===== config.mk =====
export PLATFORM = sky130hd
export DESIGN_NAME = morningjava_square
export DESIGN_NICKNAME = d
export VERILOG_FILES = /design/src/rtl/morningjava_square.sv
export SDC_FILE = /design/constraint.sdc
export NUM_CORES = 1
export LEC_CHECK = 0
export CELL_PAD_IN_SITES_DETAIL_PLACEMENT = 1
export CELL_PAD_IN_SITES_GLOBAL_PLACEMENT = 1
export CORE_MARGIN = 8
export CORE_UTILIZATION = 48
export CTS_BUF_LIST = sky130_fd_sc_hd__clkbuf_8
export DETAILED_ROUTE_END_ITERATION = 6
export PLACE_DENSITY_LB_ADDON = 0.2
export SYNTH_ARGS = -nofsm -noshare
export SYNTH_HDL_FRONTEND = slang
export SYNTH_SLANG_ARGS = --single-unit

===== constraint.sdc =====
create_clock -name clk -period 6.2 [get_ports clk]
set_input_delay 1.86 -clock clk [delete_from_list [all_inputs] [get_ports clk]]
set_output_delay 1.86 -clock clk [all_outputs]
set_load 0.02 [all_outputs]

===== src/rtl/morningjava_square.sv =====
// morningjava_square: iterative unsigned squarer, data_out = data_in * data_in.
// One multiplier bit is processed per clock (serial shift-add) under a
// start/busy/done handshake. The result is held until the next completion.
// Optional build macro: SQUARE_EARLY_EXIT_EN. When defined, CALC stops as soon
// as no set multiplier bits remain. Result values are the same in both builds.
module morningjava_square #(
  parameter int G_WIDTH = 8
) (
  input  logic                 clk,
  input  logic                 rst,
  input  logic                 start,
  input  logic [G_WIDTH/2-1:0] data_in,
  output logic                 busy,
  output logic                 done,
  output logic [G_WIDTH-1:0]   data_out
);

  localparam int N  = G_WIDTH / 2;
  localparam int CW = $clog2(N + 1);

  typedef enum logic [1:0] {IDLE, CALC, DONE} state_t;

  state_t             state;
  logic [G_WIDTH-1:0] mcand;    // zero-extended operand, shifted by cnt when added
  logic [N-1:0]       mplier;   // remaining multiplier bits, LSB is the current bit
  logic [G_WIDTH-1:0] acc;
  logic [CW-1:0]      cnt;
  logic [G_WIDTH-1:0] acc_next;
  logic               last;

  // Next accumulator value and end-of-calculation detection for the current CALC cycle
  always_comb begin
    acc_next = acc;
    if (mplier[0]) acc_next = acc + (mcand << cnt);
`ifdef SQUARE_EARLY_EXIT_EN
    // Stop once the bit being processed is the last set bit (or there are none)
    last = ((mplier >> 1) == '0) || (cnt == CW'(N - 1));
`else
    last = (cnt == CW'(N - 1));
`endif
  end

  // Handshake FSM with registered busy/done and the shift-add datapath
  always_ff @(posedge clk) begin
    if (rst) begin
      state    <= IDLE;
      busy     <= 1'b0;
      done     <= 1'b0;
      data_out <= '0;
      mcand    <= '0;
      mplier   <= '0;
      acc      <= '0;
      cnt      <= '0;
    end else begin
      done <= 1'b0;
      case (state)
        IDLE, DONE: begin
          busy <= 1'b0;
          if (start) begin
            mcand  <= G_WIDTH'(data_in);
            mplier <= data_in;
            acc    <= '0;
            cnt    <= '0;
            busy   <= 1'b1;
            state  <= CALC;
          end else begin
            state  <= IDLE;
          end
        end
        CALC: begin
          acc    <= acc_next;
          mplier <= mplier >> 1;
          cnt    <= cnt + CW'(1);
          if (last) begin
            state    <= DONE;
            busy     <= 1'b0;
            done     <= 1'b1;
            data_out <= acc_next;
          end
        end
        default: begin
          state <= IDLE;
          busy  <= 1'b0;
        end
      endcase
    end
  end

endmodule


Word-level counts from Yosys, hierarchy flattened --
Cells that the tools add are included.
Storage, ports and cells: flip-flop bits (word level) 31, input bits 7, output and inout port bits 10, logic and storage cells 38
Operators by class: add/subtract/negate cells 2, equality and inequality tests 5, shifts and indexed selects 1, mux-type cells 14, bitwise gates (word level) 1, reduce and logical (&&, ||, !) cells 7
Operators with widths (number):
- 2-to-1 mux 8 bit | 2
- case mux 8 bit (2 select lines) | 1
- adder 8 bit | 1
- case mux 4 bit (2 select lines) | 1
- << shifter 4 x 3 -> 8 bit | 1
- case mux 3 bit (2 select lines) | 1
- AND reduction 2 bit | 3
- 2-to-1 mux 1 bit | 4
- 2-to-1 mux 4 bit | 1
- inequality test 2 bit, second input constant | 2
- case mux 2 bit (2 select lines) | 1
- OR reduction 2 bit | 2
- adder 3 x 1 -> 3 bit, second input constant | 1
- equality test 3 x 2 -> 1 bit, second input constant | 1
- 2-to-1 mux 3 bit | 1
- equality test 2 x 1 -> 1 bit, second input constant | 1
- equality test 2 bit, second input constant | 1
- logical NOT 2 bit | 1
- 2-to-1 mux 2 bit | 1
- case mux 1 bit (2 select lines) | 1
- nonzero test 2 bit | 1
- inverter 1 bit | 1

Logic depth before layout (Yosys ltp) --
Gate-level depths: netlist of the first run.
depth in word-level cells 4, gate-level depth with buffers 13, gate-level depth less buffers 11

Worst setup path after synthesis of the first run --
Ideal clock, no wire load.
kind input -> register, start input port start, end register mplier[0], library setup time 0.074 ns, data arrival time 2.705 ns, setup slack 3.420 ns, stages 5, buffers on the path 1, cell sequence nor2b_1 clkbuf_1 nor2_1 nand2_1 a31oi_1
Between the ends: longest elaborated chain between the ends 2
Ends and longest elaborated chain:
- start: declaration | RTL line 11 | input logic start,
- inequality test 2 bit (no line)
- AND reduction 2 bit (no line)
- end signal: assignment | RTL line 61 | mplier <= data_in;
- end signal: assignment | RTL line 72 | mplier <= mplier >> 1;
- end: declaration | RTL line 25 | logic [N-1:0] mplier;
No other way between the ends. A chain may end at the register's enable or synchronous reset.

Worst setup path in the final report of the first run --
start input port start, end register acc[7]
Between the ends: longest elaborated chain between the ends 2
Ends and longest elaborated chain:
- inequality test 2 bit (no line)
- AND reduction 2 bit (no line)
- end signal: assignment | RTL line 71 | acc <= acc_next;
- end: declaration | RTL line 26 | logic [G_WIDTH-1:0] acc;
No other way between the ends.

==> results of run 1 <==
[state kept, by name, summed over array words and instances, names as in the netlist]
name	flops
cnt	3
done	1
state	2
mplier	4
mcand	4
acc	8
busy	1
data_out	8
[routing by layer]
metal  vias to the layer above  part of all wire, %  GRT usage (%)
li1                        818                    -              -
met1                       778                   44           17.9
met2                        26                   52           31.2
met3                         5                  3.1           4.84
met4                         0                  1.3           5.85
met5                         -                    0              0
[worst paths after layout]
| kind | from | to | depth (start not counted) |
|---|---|---|---|
| setup / recovery | start | acc[7] | 5 |
| hold / removal | mplier[3] | mplier[3] | 2 |
| setup reg to reg | cnt[0] | data_out[7] | 8 |
| hold reg to reg | mplier[3] | mplier[3] | 2 |
[layout make-up]
class	instances	area (µm²)
Clock buffer	7	96.3
Clock inverter	1	7.51
Fill cell	448	1590
Inverter	3	11.3
Multi-Input combinational cell	173	1110
Sequential cell	31	621
Tap cell	48	60.1
Timing Repair Buffer	17	168
[kinds of logic after synthesis]
family	after synthesis	synth area share, %
buffers and inverters	17	4.82
flip-flops	31	34.2
XOR/XNOR	1	0.482
AND/OR/NAND/NOR	92	25.2
multiplexers	8	5.10
AO/OA/AOI/OAI	62	22.9
adder cells (fa/ha/maj)	10	7.30
[critical path: stages]
cell and delay [ps]:
clkdlybuf4s50_1 500, nor2b_1 480, nor2_1 290, a32oi_1 260
nand2_1 70
[power by group through the flow]
stage / Combinational (mW) / Clock, mW / Sequential [mW]
final: 0.0478 / 0.178 / 0.213
after global routing: 0.0523 / 0.192 / 0.214
after CTS: 0.0479 / 0.182 / 0.213
after detailed placement: 0.0473 / 0 / 0.217
after global placement: 0.0445 / 0 / 0.216
after floorplan: 0.0363 / 0 / 0.213
[placed cells by master, fill, tap and decap left out, types with 4 or more instances in the layout]
cell and instances:
o21ai_0 7, a211oi_1 8, clkbuf_8 7, clkdlybuf4s50_1 16, nand2b_1 7, nor2b_1 4, nor2_1 24, a21oi_1 19
dfxtp_1 31, nor3b_1 5, ha_1 9, nand2_1 28, mux2i_1 7, nand3_1 6
[stage by stage]
step	util (%)	cell area, µm²	cells	hold WS [ps]	setup WS (ps)
6_report	56.6	2070	280	467	2910
5_1_grt	56.6	2070	280	485	2790
4_1_cts	56.6	2070	280	465	2900
3_5_place_dp	53.8	1970	272	456	2600
3_3_place_gp	53.8	1970	272	445	2740
2_1_floorplan	-	1820	221	437	3420
==> reports/metrics.cfg, run 1 <==
[synthesis]
synth.net_count = 238
ys_seq_area_share_pct = 34.2
yosysTopAreaCell = dfxtp_1
synth_enable_flop_cells = 0
synth.area.top_cells = dfxtp_1, ha_1, nand2_1, a21oi_1, nor2_1
synth_area_um2 = 1820
synthFlopType = dfxtp_1
synth.most_common_cell = dfxtp_1
synth_cell_types = 50
syn_area_per_cell_um2 = 8.22
syn_inst = 221
synthTopCellsByCount = dfxtp_1, nand2_1, nor2_1
yosysWarnings = 0
synth_top_area_share_pct = 34.2
postSynth.asyncResetShare_pct = 0
ys_ff_latch = 31

[setup_path]
worstSetupPathType = in2reg
arrival_ps = 3460
worst-r2r-setup-slack_ps = 3090
required_ps = 6370
crit_path_max_fanout = 9
worst_setup_path_end_kind = flop
startpoint_type = input pin

[cells_and_area]
syn2layout_area_growth_pct = 14.0
drive_above_1_share_pct = 7.76
nets = 248
insertedDiodeCount = 0

[route]
routed_via_density = 5.81
postRouteAntennaNets = 0
route.detailed.drc = 0
vias = 1627
post_drt_wl_per_cell_um = 17.2
drt-total-wl_um = 4820
drt_first_pass_iters = 4
dr.first_iter.drc_count = 67

[die]
coreArea_um2 = 3660
die_area_um2 = 6010
start_util_pct = 49.6
rows = 22
die_h_um = 77.5
fp.dieW_um = 77.5
ios = 17

[pwr]
seqPwrFrac_pct = 48.5
peakVddDrop_uv = 136
power_density_nw_per_um2 = 212
power_frac_clock_pct = 40.6
finalPower_mw = 0.439
swShare_pct = 26.1
p_leak_nw = 0.747
power_frac_comb_pct = 10.9
p_switching_mw = 0.115
p_int_mw = 0.325

[grt]
grt_pass1_vias = 1765
grt_max_degree = 33
antenna_found_initial = 0
overflow = 0
grtUsageTotal_pct = 16.9
grt_pass1_wl_um = 8360

[clock_tree]
tritoncts = yes
path_clk_slew_ps = 70
clockRootBuffer = clkbuf_8
cts_num_sinks = 31
cts-hold-fix-buffers = 0
clk_latency_ps = 290
clock_path_buffers = 2
post_cts_resize_count = 0
post_cts_buffers = 0
numCtsBuffers = 5
cts_max_level = 2

[timing]
rsz0062_at_grt = no
fin_crit_sh_pct = 53.1
min_period_ps = 3290
fmax_ghz = 0.304
fin_skew_ps = 5.24
hold_violations = 0
max_slew_margin_pct = 34.3
slew_violations = 0
setup_viol = 0
setup_tns_ps = 0
worst_slew_pin_slew_ps = 984

[status]
status = finished clean

[placed_design]
place_hpwl_um = 3610
port_buffers = 16
gp_congestion = 0.862

[min_path]
hold_path_class = reg2reg

[flow_run]
timing.max_cap.violations = 0

Note: power is estimated with default switching activity, not from simulation.
==> inputs of run 2 (changes only) <==
--- a/config.mk
+++ b/config.mk
@@ -8,7 +8,7 @@
 export CELL_PAD_IN_SITES_DETAIL_PLACEMENT = 1
 export CELL_PAD_IN_SITES_GLOBAL_PLACEMENT = 1
 export CORE_MARGIN = 8
-export CORE_UTILIZATION = 48
+export CORE_UTILIZATION = 44
 export CTS_BUF_LIST = sky130_fd_sc_hd__clkbuf_8
 export DETAILED_ROUTE_END_ITERATION = 6
 export PLACE_DENSITY_LB_ADDON = 0.2
==> constraint.sdc (replaced) <==
create_clock -name clk -period 3.38 [get_ports clk]
set_input_delay 1.014 -clock clk [delete_from_list [all_inputs] [get_ports clk]]
set_output_delay 1.014 -clock clk [all_outputs]
set_load 0.02 [all_outputs]
==> reports/metrics.cfg, run 2 (synthesis gave the netlist of run 1 again) <==
[status]
status = finished clean

[clock_tree]
tritoncts = yes
numCtsBuffers = 5  ; unchanged
cts-hold-fix-buffers = 0  ; unchanged
cts_max_level = 2  ; unchanged
clockRootBuffer = clkbuf_8
cts_num_sinks = 31  ; unchanged
post_cts_buffers = 0  ; unchanged
clk_latency_ps = 290  ; about the same
clock_path_buffers = 2  ; unchanged
post_cts_resize_count = 0  ; unchanged
path_clk_slew_ps = 70  ; about the same

[cells_and_area]
syn2layout_area_growth_pct = 14.0  ; about the same
layout_common_cells = dfxtp_1, nand2_1, nor2_1
fin_util_pct = 51.8  ; -4.8 points
insertedDiodeCount = 0  ; unchanged
drive_above_1_share_pct = 8.12  ; +0.36 points
nets = 250  ; +0.81%
top_regs = acc: 8 flops, data_out: 8 flops
final_common_cell = dfxtp_1

[grt]
overflow = 0  ; unchanged
grt_pass1_wl_um = 8450  ; +1.1%
grtUsageTotal_pct = 16.9  ; -0.070 points
grt_pass1_vias = 1747  ; -1.0%
antenna_found_initial = 0  ; unchanged
grt_max_degree = 33  ; unchanged

[route]
routed_via_density = 5.85  ; +0.59%
dr.first_iter.drc_count = 78  ; +16%
postRouteAntennaNets = 0  ; unchanged
post_drt_wl_per_cell_um = 17.6  ; +2.1%
route.detailed.drc = 0  ; unchanged
drt_first_pass_iters = 4  ; unchanged
vias = 1660  ; +2.0%
drt-total-wl_um = 4990  ; +3.5%

[setup_path]
worst-r2r-setup-slack_ps = 360  ; -2730 ps
required_ps = 3580  ; -2790 ps
startpoint_type = flop
crit_path_max_fanout = 9  ; unchanged
reg2regPathDepth = 11  ; +3
r2r_end = data_out[7]
worst_setup_path_end_kind = flop
arrival_ps = 3220  ; -240 ps
reg2reg_from = cnt[0]
worstSetupPathType = reg2reg

[die]
rows = 23  ; +4.5%
ios = 17  ; unchanged
die_h_um = 80.3  ; +3.5%
fp.dieW_um = 80.3  ; +3.5%
start_util_pct = 45.4  ; -4.2 points
coreArea_um2 = 4000  ; +9.3%
die_area_um2 = 6440  ; +7.2%

[timing]
max_slew_margin_pct = 53.6  ; +19 points
fin_skew_ps = 8.08  ; +2.85 ps
min_period_ps = 3020
slew_violations = 0  ; unchanged
setup_tns_ps = 0  ; unchanged
setup_viol = 0  ; unchanged
fin_crit_sh_pct = 89.4
worst_slew_pin_slew_ps = 694  ; -290 ps
rsz0062_at_grt = no
hold_violations = 0  ; unchanged
fmax_ghz = 0.331

[min_path]
hold_depth = 2  ; unchanged
hold_path_class = reg2reg
whs_endpoint = mplier[3]
hold_start = mplier[3]

[pwr]
p_leak_nw = 0.752  ; +0.66%
power_density_nw_per_um2 = 371  ; +75%
peakVddDrop_uv = 243  ; +79%
finalPower_mw = 0.768  ; +75%

[placed_design]
gp_congestion = 0.824  ; -4.4%
place_hpwl_um = 3750  ; +3.7%
port_buffers = 16  ; unchanged

[flow_run]
timing.max_cap.violations = 0  ; unchanged

run 2: per-stage QoR:
stage               worst slack, ps  area, µm²  std cells  hold WS (ps)
floorplan                       704       1820        221           437
global placement                475       1990        276           446
detailed placement              385       1990        276           460
CTS                             368       2070        284           471
global route                    133       2070        284           510
finish                          358       2070        284           470
run 2: critical path: stages, from the launching register on:
cell and delay (ps):
dfxtp_1 550, and2b_2 280, nand2_1 60, o21ai_0 120, nand2b_1 100, o21ai_0 120, ha_1 440, a21oi_1 130
o211a_2 290, and3_2 200, or4_1 390, a311oi_1 260
run 2: routing by layer:
metal	share of wire (%)	GRT usage (%)	vias to the layer above	routed length (µm)
li1	-	-	823	-
met5	0	0	-	0
met1	44	19.0	790	2220
met2	49	28.4	32	2440
met4	3.2	9.09	0	160
met3	3.5	4.35	15	174
run 2: layout make-up:
type | instances | area (µm²)
Inverter | 3 | 11.3
Timing Repair Buffer | 19 | 183
Multi-Input combinational cell | 173 | 1110
Clock inverter | 3 | 16.3
Fill cell | 487 | 1930
Sequential cell | 31 | 621
Tap cell | 50 | 62.6
Clock buffer | 5 | 68.8
run 2: where the power goes:
part / switching (mW) / internal [mW]
logic: 0.0538 / 0.0366
registers: 0.0150 / 0.376
clock network: 0.146 / 0.141
run 2: how the worst max path moves through the flow:
stage,startpoint,endpoint,slack [ps],depth (start not counted)
finish,cnt[0],data_out[7],360,11
floorplan,cnt[0],data_out[7],700,9
global route,cnt[0],data_out[6],130,9
detailed placement,cnt[0],data_out[7],380,11
CTS,cnt[0],data_out[7],370,11
global placement,cnt[0],data_out[7],470,11
==> inputs of run 3 (changes only) <==
--- a/config.mk
+++ b/config.mk
@@ -5,6 +5,7 @@
 export SDC_FILE = /design/constraint.sdc
 export NUM_CORES = 1
 export LEC_CHECK = 0
+export CAP_MARGIN = 40
 export CELL_PAD_IN_SITES_DETAIL_PLACEMENT = 1
 export CELL_PAD_IN_SITES_GLOBAL_PLACEMENT = 1
 export CORE_MARGIN = 8
==> results of run 3 <==
Final layout, timing and power as in run 2 (identical DEF).
